## config.mk

```make
export PLATFORM = sky130hd
export DESIGN_NAME = alu_mul_seq
export DESIGN_NICKNAME = d
export VERILOG_FILES = /design/src/rtl/alu_mul_seq.sv
export SDC_FILE = /design/constraint.sdc
export NUM_CORES = 1
export LEC_CHECK = 0
export ABC_AREA = 1
export CAP_MARGIN = 20
export CORE_MARGIN = 3
export CORE_UTILIZATION = 40
export DETAILED_ROUTE_END_ITERATION = 6
export PLACE_DENSITY = 0.69
export SLEW_MARGIN = 15
export SYNTH_ARGS = -nofsm -noshare
export SYNTH_HDL_FRONTEND = slang
export SYNTH_SLANG_ARGS = --single-unit
```

## constraint.sdc

```tcl
create_clock -name clk -period 2 [get_ports clk]
set_input_delay 0.5 -clock clk [delete_from_list [all_inputs] [get_ports clk]]
set_output_delay 0.5 -clock clk [all_outputs]
set_load 0.05 [all_outputs]
```

## src/rtl/alu_mul_seq.sv

```systemverilog
// alu_mul_seq: shift-and-add multiplier that borrows the shared ALU for one
// ADD per iteration. Produces the low XLEN bits of op_a*op_b.
module alu_mul_seq #(
  parameter int         XLEN       = 32,
  parameter bit         EARLY_EXIT = 1'b1,
  parameter logic [2:0] ALU_ADD    = 3'b000
) (
  input  logic            clk,
  input  logic            rst,
  input  logic            start,
  input  logic            abort,
  input  logic [XLEN-1:0] op_a,
  input  logic [XLEN-1:0] op_b,
  output logic            busy,
  output logic            done,
  output logic [XLEN-1:0] result,
  output logic [2:0]      alu_op,
  output logic [XLEN-1:0] alu_a,
  output logic [XLEN-1:0] alu_b,
  output logic            alu_branch,
  input  logic [XLEN-1:0] alu_c
);
  localparam int CW = $clog2(XLEN);
  localparam logic [CW-1:0] CNT_LAST = CW'(XLEN - 1);

  typedef enum logic [1:0] {IDLE, RUN, DONE} state_e;

  state_e          state_q, state_d;
  logic [XLEN-1:0] acc_q, acc_d;
  logic [XLEN-1:0] mcand_q, mcand_d;
  logic [XLEN-1:0] mplier_q, mplier_d;
  logic [CW-1:0]   count_q, count_d;
  logic [XLEN-1:0] result_q, result_d;
  logic [XLEN-1:0] alu_a_q, alu_a_d;
  logic [XLEN-1:0] alu_b_q, alu_b_d;
  logic            busy_q, busy_d;
  logic            done_q, done_d;
  logic            last_iter;

  // Last iteration: counter exhausted, or no multiplier bits left to add.
  assign last_iter = (count_q == CNT_LAST) ||
                     (EARLY_EXIT && ((mplier_q >> 1) == '0));

  // Next-state logic. ALU operands are registered, so they are computed from
  // the next-cycle acc/mcand/mplier to line up with the RUN cycle that uses them.
  always_comb begin
    state_d  = state_q;
    acc_d    = acc_q;
    mcand_d  = mcand_q;
    mplier_d = mplier_q;
    count_d  = count_q;
    result_d = result_q;
    case (state_q)
      IDLE: begin
        if (start && !abort) begin
          acc_d    = '0;
          mcand_d  = op_a;
          mplier_d = op_b;
          count_d  = '0;
          state_d  = RUN;
        end
      end
      RUN: begin
        if (abort) begin
          state_d = IDLE;
        end else begin
          acc_d    = alu_c;
          mcand_d  = mcand_q << 1;
          mplier_d = mplier_q >> 1;
          count_d  = count_q + 1'b1;
          if (last_iter) begin
            result_d = alu_c;
            state_d  = DONE;
          end
        end
      end
      default: state_d = IDLE;
    endcase
    busy_d  = (state_d != IDLE);
    done_d  = (state_d == DONE);
    alu_a_d = (state_d == RUN) ? acc_d : '0;
    alu_b_d = (state_d == RUN && mplier_d[0]) ? mcand_d : '0;
  end

  // FSM and datapath registers; rst overrides everything.
  always_ff @(posedge clk) begin
    if (rst) begin
      state_q  <= IDLE;
      acc_q    <= '0;
      mcand_q  <= '0;
      mplier_q <= '0;
      count_q  <= '0;
      result_q <= '0;
      alu_a_q  <= '0;
      alu_b_q  <= '0;
      busy_q   <= 1'b0;
      done_q   <= 1'b0;
    end else begin
      state_q  <= state_d;
      acc_q    <= acc_d;
      mcand_q  <= mcand_d;
      mplier_q <= mplier_d;
      count_q  <= count_d;
      result_q <= result_d;
      alu_a_q  <= alu_a_d;
      alu_b_q  <= alu_b_d;
      busy_q   <= busy_d;
      done_q   <= done_d;
    end
  end

  assign busy       = busy_q;
  assign done       = done_q;
  assign result     = result_q;
  assign alu_op     = ALU_ADD;
  assign alu_a      = alu_a_q;
  assign alu_b      = alu_b_q;
  assign alu_branch = 1'b0;
endmodule
```

After elaboration in Yosys (flattened, before gate mapping)
Index checks and enable logic that the tools add are counted.
{"block": "classes", "reduce_logical": 12, "n_addsub": 1, "mux": 16, "n_bitwise": 3, "n_eq_ne": 6}
{"operator": "$mux 32", "n": 6}
{"operator": "$pmux 32 s2", "n": 3}
{"operator": "$logic_not 32->1", "n": 1}
{"operator": "$mux 5", "n": 2}
{"operator": "$pmux 5 s2", "n": 1}
{"operator": "$mux 2", "n": 3}
{"operator": "$reduce_and 3->1", "n": 2}
{"operator": "$add 5x1->5 const B", "n": 1}
{"operator": "$eq 5x5->1 const B", "n": 1}
{"operator": "$eq 2x1->1 const B", "n": 2}
{"operator": "$ne 2x2->1 const B", "n": 2}
{"operator": "$pmux 2 s2", "n": 1}
{"operator": "$reduce_bool 2->1", "n": 2}
{"operator": "$reduce_or 2->1", "n": 2}
{"operator": "$not 1->1", "n": 3}
{"operator": "$eq 2x2->1 const B", "n": 1}
{"operator": "$logic_and 1x1->1", "n": 2}
{"operator": "$logic_not 2->1", "n": 1}
{"operator": "$logic_not 1->1", "n": 1}
{"operator": "$logic_or 1x1->1", "n": 1}
{"block": "totals", "inputBits": 100, "regBits": 201, "out_inout_bits": 102, "elab_cells": 49}

Longest topological paths before layout
Gate-level depths: netlist of run 1.
{"block": "logic_depth", "depth_word": 9, "ltp_mapped": 10, "ltp_nobuf": 9}

Worst setup path after synthesis of run 1
OpenSTA, ideal clock, no wires.
{"block": "synth_timing", "path_type": "flip-flop to flip-flop", "from": "register count_q[1]", "to": "register state_q[0]", "path_buffers": 1, "stages_incl_launch_ff": 11, "arrival_ns": 1.471, "path_slack_ns": 0.401, "period_less_slack_ns": 1.599, "path_cell_list": "dfxtp_1 ha_1 inv_1 nor3_1 ha_1 inv_1 o21ai_2 nand2_2 nand2_1 buf_2 nor2_1"}
{"block": "synth_via", "elab_chain_cells": 5}
{"element": "start: declaration", "line": "32", "source": "logic [CW-1:0] count_q, count_d;"}
{"element": "start signal: assignment", "line": "103", "source": "count_q <= count_d;"}
{"element": "$eq 5x5->1", "line": "41", "source": "assign last_iter = (count_q == CNT_LAST) ||"}
{"element": "$logic_or 1x1->1", "line": "41"}
{"element": "$mux 2", "line": "71", "source": "if (last_iter) begin"}
{"element": "$mux 2", "line": "64", "source": "if (abort) begin"}
{"element": "$pmux 2 s2", "line": "53", "source": "case (state_q)"}
{"element": "end signal: assignment", "line": "99", "source": "state_q <= state_d;"}
{"element": "end: declaration", "line": "28", "source": "state_e state_q, state_d;"}
Every way passes these cells.
A chain may end at the register's enable or synchronous reset.

Final worst setup path of run 1
{"block": "layout_timing", "from": "register result_q[16] (netlist: result[16])", "to": "output result[16]"}
{"element": "start: declaration", "line": "33", "source": "logic [XLEN-1:0] result_q, result_d;"}
{"element": "start signal: assignment", "line": "104", "source": "result_q <= result_d;"}
{"element": "end: declaration", "line": "16", "source": "output logic [XLEN-1:0] result,"}
No word-level cell between the ends.

==> results of run 1 <==
-- power groups by stage --
stage	Sequential, mW	Clock [mW]	Combinational (mW)
floorplan	4.33	0	0.502
CTS	4.17	4.01	1.05
global placement	4.26	0	1.05
finish	4.17	3.92	1.04
detailed placement	4.26	0	1.05
global route	4.18	4.16	1.13
-- timing repair --
| action | in CTS | in global routing |
|---|---|---|
| setup endpoints to repair | 76 | 0 |
| buffers inserted | 0 | 0 |
| gates resized for setup | 76 | 0 |
-- state kept, by name (all words and copies together) (netlist names) --
name / cells
alu_a: 32
mplier_q: 32
state_q: 2
mcand_q: 32
done: 1
alu_b: 32
busy: 1
count_q: 5
result: 32
acc_q: 32
-- layout by cell type, fill, tap and decap left out, drive strengths merged --
| cell | instances |
|---|---|
| dfxtp | 201 |
| nand2 | 145 |
| nor2 | 138 |
| clkdlybuf4s50 | 98 |
| dlygate4sd2 | 76 |
| inv | 57 |
| buf | 51 |
| a22o | 49 |
| a21oi | 45 |
| nand3 | 36 |
| nand4 | 32 |
| clkbuf | 32 |
| a22oi | 19 |
| a211oi | 15 |
| a31oi | 13 |
| o22ai | 6 |
| conb | 4 |
| clkinv | 3 |
| o21ai | 3 |
| nor3 | 2 |
| ha | 2 |
| a221oi | 1 |
| xor2 | 1 |
| bufinv | 1 |
-- routing by layer --
layer / share of wire [%] / vias to the layer above / routed length (um) / track usage [%]
met4: 2.0 / 0 / 377 / 4.94
li1: - / 3140 / - / -
met5: 0 / - / 0 / 0
met3: 4.9 / 28 / 906 / 2.82
met1: 45 / 2893 / 8270 / 24.4
met2: 48 / 169 / 8970 / 31.0
-- logic make-up after synthesis --
logic type | Yosys count | synth area share [%]
other cells | 1 | 0.0527
xor+xnor | 1 | 0.123
fa+ha+maj | 2 | 0.352
flops | 201 | 56.6
simple gates | 353 | 20.8
buf+inv | 120 | 6.96
compound gates | 151 | 15.1
-- through the flow --
stage	utilization, %	TNS [ns]	hold WS [ns]
2_1_floorplan	-	0	0.445
3_3_place_gp	54.1	-4.60	0.453
3_5_place_dp	54.1	-8.61	0.457
4_1_cts	57.7	0	0.303
5_1_grt	57.7	0	0.312
6_report	57.7	0	0.319
-- worst paths after layout --
path                      startpoint  cells past startpoint                      end  slack [ns]
max          result[16]$_SDFFE_PP0P_                      1               result[16]        0.14
min reg2reg  result[22]$_SDFFE_PP0P_                      2  result[22]$_SDFFE_PP0P_        0.46
min                              rst                      2   mplier_q[0]$_SDFF_PP0_        0.32
max reg2reg  count_q[1]$_SDFFE_PP0P_                     10  result[10]$_SDFFE_PP0P_        0.30
-- final cells by class --
cell class / count / area [um2] / area share (%)
clock inverters: 5 / 53.8 / 0.538
well taps: 225 / 282 / 2.81
inverters: 56 / 210 / 2.10
repair buffers: 225 / 2180 / 21.8
multi-input cells: 511 / 2610 / 26.0
clock buffers: 32 / 657 / 6.56
flip-flops and latches: 201 / 4020 / 40.2
==> Implementation_results.wiki, run 1 <==
{| class="wikitable"
! Metric !! Value
|-
| Clock root buffer master || sky130_fd_sc_hd__clkbuf_16
|-
| Global-route usage over all layers || 18.3%
|-
| Global placement routability congestion || about 0.8
|-
| Worst hold path class || in2reg
|-
| Startpoint Class || register
|-
| Flop and latch count out of synthesis || between 200 and 250
|-
| Core Box Area || around 17,000 um2
|-
| Horizontal die dimension || between 100 and 150 um
|-
| Worst slew margin || around 66%
|-
| PwrDens || ~910 nW/um2
|-
| Clock insertion delay at the later pin of the skew report || ~0.5 ns
|-
| Final critical path time including I/O delays and setup || between 1.5 and 2 ns
|-
| Netlist Area Pre-Place || 7110 um2
|-
| Antenna violations before repair || 0
|-
| Clock slew at reported path FFs || around 0.060 ns
|-
| Internal power of the cells || ~6.9 mW
|-
| Via count of the first global-routing pass || about 5,800
|-
| Sinks on the clock net || 201
|-
| Initial DRC Count || between 300 and 400
|-
| Register share of total power || between 40 and 50%
|-
| Worst-Margin Slew || between 0.5 and 0.6 ns
|-
| Warning count from the yosys run || 0
|-
| Top Ports || slightly above 200
|-
| Count of buffers inserted at the top-level ports || 197
|-
| Number of endpoints failing setup at the final stage || 0
|-
| Number of iterations in the first detailed-routing pass || 6
|-
| Power share of the combinational group || between 10% and 20%
|-
| Setup crit end kind || output pin
|-
| Maximum clock frequency || 0.536 GHz
|-
| Largest cells by area after synthesis || sky130_fd_sc_hd__dfxtp_1 (57%), sky130_fd_sc_hd__nand2_1 (7.4%), sky130_fd_sc_hd__nor2_1 (7.2%), sky130_fd_sc_hd__a22o_1 (6.0%), sky130_fd_sc_hd__a21oi_1 (3.1%)
|-
| Max Transition Viols Final || 0
|-
| Count of hold-fix buffers inserted at cts || 0
|-
| Post-route total power || 9.13 mW
|-
| Proportion of layout cells with a drive suffix above 1 || 9.61%
|-
| Run status || completed
|-
| Min setup slack post-route || approximately 0.14 ns
|-
| Buffers & Inverters on Critical Path || 1
|-
| Core Rows || 48
|-
| Cell type contributing the most total cell area after synthesis || sky130_fd_sc_hd__dfxtp_1
|-
| Final cell count without fillers || between 1,000 and 1,500
|-
| Most common cell in the synthesized netlist || sky130_fd_sc_hd__dfxtp_1
|-
| Relative contribution of the clock network to total power || between 40 and 50%
|-
| Number of enable flip-flop cells after synthesis || 0
|-
| Cell area reported after detailed placement || 9390 um2
|-
| Die Outline Area || roughly 20,000 um2
|-
| Maximum fanout along the worst path || 2
|-
| Static Leak || 4.58 nW
|-
| WL final || around 19,000 um
|-
| Max cap viols || 0
|-
| Worst Skew || around 0.015 ns
|-
| Max VDD drop || ~0.00054 V
|-
| Post-route clock period utilization || between 90 and 100%
|-
| Signed area change from the synthesized netlist to the final layout || 40.7%
|-
| Critical path data arrival time || between 1 and 1.5 ns
|-
| Cell Count Post-Placement || 1,218
|-
| P_sw || ~2.2 mW
|-
| CP max stage delay || approximately 0.54 ns
|-
| Number of inserted filler cells in the final layout || ~1,600
|-
| Distinct cell type count after synthesis || 29
|-
| Worst-path cell with the longest stage delay || sky130_fd_sc_hd__dlygate4sd2_1
|-
| First-pass GRT wire length || 30,000 um
|-
| Maximum number of pins on one net before global-route repair || 97
|-
| Hold violation total from the final report || 0
|-
| TritonCTS clock tree || done
|-
| Vertical extent of the die || approximately 140 um
|-
| Type of the worst setup path || reg2out
|-
| Overall overflow remaining after global route || 0
|-
| Finished Cell Area || 10,000 um2
|-
| Yosys top cell area share || a little under three fifths
|-
| Via count || a little over 6,000
|-
| Net Sw Frac || approximately a quarter
|-
| # H-tree levels || 1
|-
| Synth cell count leaders || sky130_fd_sc_hd__dfxtp_1 (201), sky130_fd_sc_hd__nand2_1 (141), sky130_fd_sc_hd__nor2_1 (136)
|-
| Delay-heaviest family, CP || buffers and inverters
|-
| Maximum clock path buffer count || 3
|-
| Mean instance size in the synthesized netlist || around 8.6 um2
|-
| Via-per-instance ratio || roughly 5.0
|-
| Antenna diodes || 0
|-
| Pre-CTS setup slack || -0.147 ns
|-
| Async set-or-reset flop fraction in the synthesized netlist || 0%
|-
| Number of nets with antenna violations after routing || 0
|-
| Routed wire length per instance || between 10 and 15 um
|-
| Cell breakdown of the critical path || dlygate4sd2_1
|-
| RSZ-0062 raised after global routing || false
|-
| Placed wire-length estimate || about 12,000 um
|-
| Net total in the final layout || approximately 1,100
|-
| Remaining design rule violation count || 0
|-
| Post-synthesis cell count || 829
|-
| Required time of the critical path || 1.50 ns
|-
| Part of the Yosys area used for sequential elements || 56.6%
|-
| Ys flop type || sky130_fd_sc_hd__dfxtp_1
|-
| Initial core utilization || between 40% and 50%
|-
| Number of buffers added by the clock tree synthesis step || 21
|}
Note: power is estimated with default switching activity, not from simulation.
==> run 2: changes to the inputs <==
--- a/config.mk
+++ b/config.mk
@@ -8,9 +8,9 @@
 export ABC_AREA = 1
 export CAP_MARGIN = 20
 export CORE_MARGIN = 3
-export CORE_UTILIZATION = 40
+export CORE_UTILIZATION = 47
 export DETAILED_ROUTE_END_ITERATION = 6
-export PLACE_DENSITY = 0.69
+export PLACE_DENSITY = 0.79
 export SLEW_MARGIN = 15
 export SYNTH_ARGS = -nofsm -noshare
 export SYNTH_HDL_FRONTEND = slang
==> run 2 against run 1 <==
Compared with the run above:
- worst setup slack better by 0.012 ns
- global-route usage increased by 2.3 points
- cell count shrank 2.6%
- clock power down 3%
- register-to-register slack got worse by 0.10 ns
- sequential power about the same
- routed wire length down 4.6%
- final area is 0.21% lower
- critical endpoint is now alu_b[28]
- largest power group unchanged
==> Implementation_results.wiki, run 2 (synthesis gave the netlist of run 1 again) <==
{| class="wikitable"
! Metric !! Value
|-
| Antenna violations before repair || 0 (unchanged)
|-
| Number of iterations in the first detailed-routing pass || 5 (was 6)
|-
| Startpoint Class || register (unchanged)
|-
| Worst-Margin Slew || 0.531 ns (was 0.519 ns)
|-
| Max cap viols || 0 (unchanged)
|-
| Via-per-instance ratio || 5.14 (was 4.96)
|-
| Signed area change from the synthesized netlist to the final layout || 40.4% (was 40.7%)
|-
| Setup crit end kind || output pin (unchanged)
|-
| Number of endpoints failing setup at the final stage || 0 (unchanged)
|-
| Die Outline Area || 16,600 um2 (was 19,400 um2)
|-
| Worst slew margin || 64.7% (was 65.5%)
|-
| Post-route clock period utilization || 92.6% (was 93.2%)
|-
| Vertical extent of the die || 129 um (was 139 um)
|-
| Buffers inserted during post-CTS setup optimization || 0 (unchanged)
|-
| Type of the worst setup path || reg2out (unchanged)
|-
| Static Leak || 4.59 nW (was 4.58 nW)
|-
| Maximum clock path buffer count || 3 (unchanged)
|-
| Pre-CTS setup slack || -0.222 ns (was -0.147 ns)
|-
| Routed wire length per instance || 14.5 um (was 14.8 um)
|-
| TritonCTS clock tree || done (unchanged)
|-
| Number of buffers added by the clock tree synthesis step || 21 (unchanged)
|-
| Maximum number of pins on one net before global-route repair || 49 (was 97)
|-
| Max VDD drop || 0.000626 V (was 0.000536 V)
|-
| Final critical path time including I/O delays and setup || 1.85 ns (was 1.86 ns)
|-
| Count of buffers inserted at the top-level ports || 197 (unchanged)
|-
| Run status || completed (unchanged)
|-
| Placed wire-length estimate || 12,200 um (was 12,400 um)
|-
| Sinks on the clock net || 201 (unchanged)
|-
| Maximum clock frequency || 0.540 GHz (was 0.536 GHz)
|-
| Antenna diodes || 0 (unchanged)
|-
| # resized after CTS || 71 (was 76)
|-
| Required time of the critical path || 1.50 ns (about the same)
|-
| CP max stage delay || 0.56 ns (was 0.54 ns)
|-
| Remaining design rule violation count || 0 (unchanged)
|-
| WL final || 17,700 um (was 18,500 um)
|-
| Core Box Area || 14,600 um2 (was 17,400 um2)
|-
| Proportion of layout cells with a drive suffix above 1 || 11.0% (was 9.61%)
|-
| Initial DRC Count || 364 (was 320)
|-
| Most frequent cells in the layout || sky130_fd_sc_hd__dfxtp_1 (201), sky130_fd_sc_hd__nand2_1 (141), sky130_fd_sc_hd__nor2_1 (136), sky130_fd_sc_hd__clkdlybuf4s50_1 (98), sky130_fd_sc_hd__dlygate4sd2_1 (71) (was sky130_fd_sc_hd__dfxtp_1 (201), sky130_fd_sc_hd__nand2_1 (141), sky130_fd_sc_hd__nor2_1 (136), sky130_fd_sc_hd__clkdlybuf4s50_1 (98), sky130_fd_sc_hd__dlygate4sd2_1 (76))
|-
| Max Transition Viols Final || 0 (unchanged)
|-
| Global-route usage over all layers || 20.5% (was 18.3%)
|-
| Finished Cell Area || 9990 um2 (was 10,000 um2)
|-
| Hold violation total from the final report || 0 (unchanged)
|-
| Leading cell type in the layout, fill and taps excluded || sky130_fd_sc_hd__dfxtp_1 (unchanged)
|-
| Via count of the first global-routing pass || 5,705 (was 5,822)
|-
| Worst Skew || 0.00650 ns (was 0.0148 ns)
|-
| Delay-heaviest family, CP || buffers and inverters (unchanged)
|-
| First-pass GRT wire length || 28,600 um (was 30,000 um)
|-
| Initial core utilization || 48.6% (was 41.0%)
|-
| Overall overflow remaining after global route || 0 (unchanged)
|-
| Core Rows || 44 (was 48)
|-
| # H-tree levels || 1 (unchanged)
|-
| Buffers & Inverters on Critical Path || 1 (unchanged)
|-
| Critical path data arrival time || 1.35 ns (was 1.36 ns)
|-
| Global placement routability congestion || 0.818 (was 0.798)
|-
| Cell area reported after detailed placement || 9390 um2 (about the same)
|-
| Top Ports || 202 (unchanged)
|-
| Horizontal die dimension || 129 um (was 139 um)
|-
| Cell breakdown of the critical path || dlygate4sd2_1 (unchanged)
|-
| Maximum fanout along the worst path || 1 (was 2)
|-
| Worst hold path class || in2reg (unchanged)
|-
| Via count || 6,276 (was 6,230)
|-
| PwrDens || 901 nW/um2 (was 912 nW/um2)
|-
| RSZ-0062 raised after global routing || false (unchanged)
|-
| Clock slew at reported path FFs || 0.06 ns (about the same)
|-
| Clock root buffer master || sky130_fd_sc_hd__clkbuf_16 (unchanged)
|-
| Number of nets with antenna violations after routing || 0 (unchanged)
|-
| Min setup slack post-route || 0.148 ns (was 0.136 ns)
|-
| Worst-path cell with the longest stage delay || sky130_fd_sc_hd__dlygate4sd2_1 (unchanged)
|-
| Count of hold-fix buffers inserted at cts || 0 (unchanged)
|-
| Clock insertion delay at the later pin of the skew report || 0.47 ns (was 0.49 ns)
|-
| Net total in the final layout || 1,126 (was 1,118)
|}
[run 2: cell count changes in the layout (fill, tap and decap cells not counted)]
cell / before / now
sky130_fd_sc_hd__clkinvlp_4: 0 / 2
sky130_fd_sc_hd__clkbuf_1: 2 / 0
sky130_fd_sc_hd__buf_4: 38 / 51
sky130_fd_sc_hd__bufinv_16: 1 / 2
sky130_fd_sc_hd__inv_6: 1 / 0
sky130_fd_sc_hd__clkinv_2: 3 / 9
sky130_fd_sc_hd__dlygate4sd2_1: 76 / 71
sky130_fd_sc_hd__clkbuf_8: 9 / 3
[run 2: final cells by class]
cell class	count	area [um2]
well taps	184	230
repair buffers	233	2230
inverters	56	210
fillers	1167	4660
multi-input cells	511	2610
clock inverters	13	120
flip-flops and latches	201	4020
clock buffers	24	567
[run 2: per-layer routing]
metal	routed length (um)	GRT usage [%]	share of wire, %
met5	0	0	0
met4	460	6.05	2.6
met3	987	2.97	5.6
met2	8520	33.3	48
met1	7710	28.7	44
[run 2: worst paths after layout]
check / to / from / slack (ns) / cells past startpoint
worst max-delay path: alu_b[28] / alu_b[28]$_SDFF_PP0_ / 0.15 / 1
worst max register to register: result[21]$_SDFFE_PP0P_ / count_q[1]$_SDFFE_PP0P_ / 0.20 / 9
worst min register to register: result[28]$_SDFFE_PP0P_ / result[28]$_SDFFE_PP0P_ / 0.46 / 2
worst min-delay path: mcand_q[30]$_SDFF_PP0_ / rst / 0.38 / 2
[run 2: where the power goes]
part | leakage [nW] | switching [mW] | internal (mW)
clock network | 0.344 | 1.50 | 2.29
logic | 2.62 | 0.590 | 0.449
registers | 1.63 | 0.0544 | 4.12
total | 4.59 | 2.14 | 6.85
[run 2: through the flow]
stage	utilization [%]	hold slack, ns	power, mW	cells	TNS [ns]
6_report	68.2	0.380	9.00	1222	0
2_1_floorplan	-	0.445	4.83	832	0
3_5_place_dp	64.1	0.458	5.30	1185	-12.41
5_1_grt	68.2	0.385	9.36	1222	0
4_1_cts	68.2	0.370	9.10	1222	0
3_3_place_gp	64.1	0.452	5.30	1185	-8.01
==> run 3: changes to the inputs <==
--- a/config.mk
+++ b/config.mk
@@ -10,6 +10,7 @@
 export CORE_MARGIN = 3
 export CORE_UTILIZATION = 47
 export DETAILED_ROUTE_END_ITERATION = 6
+export GPL_TIMING_DRIVEN = 0
 export PLACE_DENSITY = 0.79
 export SLEW_MARGIN = 15
 export SYNTH_ARGS = -nofsm -noshare
==> run 3 against run 2 <==
Compared with the run above:
- count of clock-buffer cells in the layout rose by 4
- clock power up 1%
- highest routed layer unchanged
- first-iteration DRC count rose by 8.8%
- via count rose by 4.9%
- worst hold slack improved by 0.081 ns
- sequential cell count unchanged
- sequential power about the same
==> Implementation_results.wiki, run 3 (synthesis gave the netlist of run 1 again) <==
{| class="wikitable"
! Metric !! Value
|-
| Run status || completed (unchanged)
|-
| Combined flip-flop and latch cell area || 4020 um2 (unchanged)
|-
| Number of cells on the worst hold path || 2 (unchanged)
|-
| Via count of the first global-routing pass || 6,331 (was 5,705)
|-
| Initial core utilization || 48.6% (unchanged)
|-
| WL final || 19,800 um (was 17,700 um)
|-
| Worst hold path class || reg2reg (was in2reg)
|-
| Worst reg2reg path startpoint || count_q[1]$_SDFFE_PP0P_ (unchanged)
|-
| Most frequent cells in the layout || sky130_fd_sc_hd__dfxtp_1 (201), sky130_fd_sc_hd__nand2_1 (140), sky130_fd_sc_hd__nor2_1 (136), sky130_fd_sc_hd__dlygate4sd2_1 (98), sky130_fd_sc_hd__clkdlybuf4s50_1 (97) (was sky130_fd_sc_hd__dfxtp_1 (201), sky130_fd_sc_hd__nand2_1 (141), sky130_fd_sc_hd__nor2_1 (136), sky130_fd_sc_hd__clkdlybuf4s50_1 (98), sky130_fd_sc_hd__dlygate4sd2_1 (71))
|-
| Proportion of layout cells with a drive suffix above 1 || 7.88% (was 11.0%)
|-
| Area used by multi-input combinational logic || 2610 um2 (about the same)
|-
| PwrDens || 908 nW/um2 (was 901 nW/um2)
|-
| Maximum number of pins on one net before global-route repair || 15 (was 49)
|-
| Static Leak || 4.65 nW (was 4.59 nW)
|-
| Critical path data arrival time || 2.28 ns (was 1.35 ns)
|-
| # H-tree levels || 1 (unchanged)
|-
| Worst-Margin Slew || 0.661 ns (was 0.531 ns)
|-
| TritonCTS clock tree || done (unchanged)
|-
| Count of buffers inserted at the top-level ports || 196 (was 197)
|-
| Worst Hold Margin || 0.461 ns (was 0.380 ns)
|-
| Overall overflow remaining after global route || 0 (unchanged)
|-
| Count of hold-fix buffers inserted at cts || 0 (unchanged)
|-
| Clock insertion delay at the later pin of the skew report || 0.49 ns (was 0.47 ns)
|-
| Worst slew margin || 55.9% (was 64.7%)
|-
| Final cell count without fillers || 1,250 (was 1,222)
|-
| Required time of the critical path || 2.36 ns (was 1.50 ns)
|-
| Startpoint Class || register (unchanged)
|-
| Worst reg2reg path depth || 10 (was 9)
|-
| Clock root buffer master || sky130_fd_sc_hd__clkbuf_16 (unchanged)
|-
| Leading cell type in the layout, fill and taps excluded || sky130_fd_sc_hd__dfxtp_1 (unchanged)
|-
| Via-per-instance ratio || 5.27 (was 5.14)
|-
| Global-route usage over all layers || 23.1% (was 20.5%)
|-
| Hold path startpoint || result[30]$_SDFFE_PP0P_ (was rst)
|-
| Cell Count Post-Placement || 1,212 (was 1,185)
|-
| Routed wire length per instance || 15.8 um (was 14.5 um)
|-
| End point of the worst hold path || result[30]$_SDFFE_PP0P_ (was mcand_q[30]$_SDFF_PP0_)
|-
| Max Transition Viols Final || 0 (unchanged)
|-
| Final critical path time including I/O delays and setup || 1.92 ns (was 1.85 ns)
|-
| Type of the worst setup path || reg2reg (was reg2out)
|-
| Max cap viols || 0 (unchanged)
|-
| First-pass GRT wire length || 31,600 um (was 28,600 um)
|-
| Remaining design rule violation count || 0 (unchanged)
|-
| Number of inserted filler cells in the final layout || 1,240 (was 1,167)
|-
| Number of nets with antenna violations after routing || 0 (unchanged)
|-
| Antenna violations before repair || 0 (unchanged)
|-
| Number of buffers added by the clock tree synthesis step || 21 (unchanged)
|-
| Setup crit end kind || register (was output pin)
|-
| Maximum clock frequency || 0.520 GHz (was 0.540 GHz)
|-
| Net total in the final layout || 1,154 (was 1,126)
|-
| Maximum fanout along the worst path || 10 (was 1)
|-
| Sinks on the clock net || 201 (unchanged)
|-
| Worst Skew || 0.00889 ns (was 0.00650 ns)
|-
| Signed area change from the synthesized netlist to the final layout || 39.4% (was 40.4%)
|-
| Antenna diodes || 0 (unchanged)
|-
| Maximum clock path buffer count || 3 (unchanged)
|-
| Number of iterations in the first detailed-routing pass || 5 (unchanged)
|-
| Max VDD drop || 0.000726 V (was 0.000626 V)
|-
| Via count || 6,586 (was 6,276)
|-
| Post-route clock period utilization || 96.1% (was 92.6%)
|-
| Vertical extent of the die || 129 um (unchanged)
|-
| Top Ports || 202 (unchanged)
|-
| Placed wire-length estimate || 14,100 um (was 12,200 um)
|-
| Core Box Area || 14,600 um2 (unchanged)
|-
| Hold violation total from the final report || 0 (unchanged)
|-
| Worst setup path start || count_q[1]$_SDFFE_PP0P_ (was alu_b[28]$_SDFF_PP0_)
|-
| Die Outline Area || 16,600 um2 (unchanged)
|-
| Global placement routability congestion || 0.807 (was 0.818)
|-
| Clock slew at reported path FFs || 0.06 ns (about the same)
|-
| Horizontal die dimension || 129 um (unchanged)
|-
| Core Rows || 44 (unchanged)
|-
| Initial DRC Count || 396 (was 364)
|-
| Number of endpoints failing setup at the final stage || 0 (unchanged)
|-
| Critical R2R Capture || alu_b[4]$_SDFF_PP0_ (was result[21]$_SDFFE_PP0P_)
|-
| Setup slack, reg-to-reg || 0.08 ns (was 0.20 ns)
|}
run 3: changes by cell type in the layout (fill, tap and decap cells not counted), moves of 4 or more:
cell and delta:
sky130_fd_sc_hd__clkbuf_1 +26, sky130_fd_sc_hd__dlygate4sd2_1 +27, sky130_fd_sc_hd__buf_4 -43, sky130_fd_sc_hd__buf_2 +16, sky130_fd_sc_hd__clkbuf_4 +4, sky130_fd_sc_hd__buf_1 +6
sky130_fd_sc_hd__clkbuf_2 +8, sky130_fd_sc_hd__buf_12 -12
run 3: metrics by stage:
step | total power, mW | setup WS, ns | TNS, ns | cell area [um2] | util [%]
after floorplan | 4.83 | 0.401 | 0 | 7130 | -
after global placement | 5.25 | -0.390 | -51.06 | 9320 | 63.6
after detailed placement | 5.26 | -0.468 | -52.20 | 9320 | 63.6
after CTS | 9.03 | 0.0262 | 0 | 9890 | 67.5
after global routing | 9.33 | -0.0203 | -0.139 | 9920 | 67.7
final | 9.01 | 0.0779 | 0 | 9920 | 67.7
run 3: worst max-delay path by stage:
stage / end / slack, ns
floorplan: state_q[0]$_SDFF_PP0_ / 0.40
global placement: alu_b[10]$_SDFF_PP0_ / -0.39
detailed placement: alu_b[12]$_SDFF_PP0_ / -0.47
CTS: alu_b[12]$_SDFF_PP0_ / 0.03
global route: alu_b[1]$_SDFF_PP0_ / -0.02
finish: alu_b[4]$_SDFF_PP0_ / 0.08
run 3: final cells by class:
type / instances / area share [%]
Sequential cell: 201 / 40.6
Multi-Input combinational cell: 511 / 26.3
Timing Repair Buffer: 197 / 18.6
Clock buffer: 28 / 5.86
Buffer: 64 / 3.15
Tap cell: 184 / 2.32
Inverter: 56 / 2.12
Clock inverter: 9 / 0.996
run 3: where the power goes:
group / internal (mW) / switching (mW)
Sequential: 4.12 / 0.0557
Combinational: 0.396 / 0.616
Clock: 2.30 / 1.53
Total: 6.81 / 2.20
run 3: worst max-delay path, cell delays in order (launching register included):
cell,delay [ns]
sky130_fd_sc_hd__dfxtp_1,0.37
sky130_fd_sc_hd__ha_1,0.18
sky130_fd_sc_hd__inv_1,0.06
sky130_fd_sc_hd__nor3_1,0.18
sky130_fd_sc_hd__ha_1,0.19
sky130_fd_sc_hd__inv_1,0.05
sky130_fd_sc_hd__o21ai_2,0.17
sky130_fd_sc_hd__nand2_4,0.16
sky130_fd_sc_hd__nand3_2,0.15
sky130_fd_sc_hd__clkbuf_4,0.23
sky130_fd_sc_hd__nor2_1,0.06
run 3: layer usage:
layer | GRT usage (%) | routed length [um]
met1 | 30.8 | 8410
met2 | 39.0 | 9580
met3 | 3.34 | 1320
met4 | 7.04 | 467
met5 | 0 | 0
run 3: timing repair:
item	in CTS	in global routing
setup buffers	0	1
endpoints found under the setup margin	171	122
pin swaps	0	1
endpoints found under the hold margin	0	0
gates resized for setup	102	21
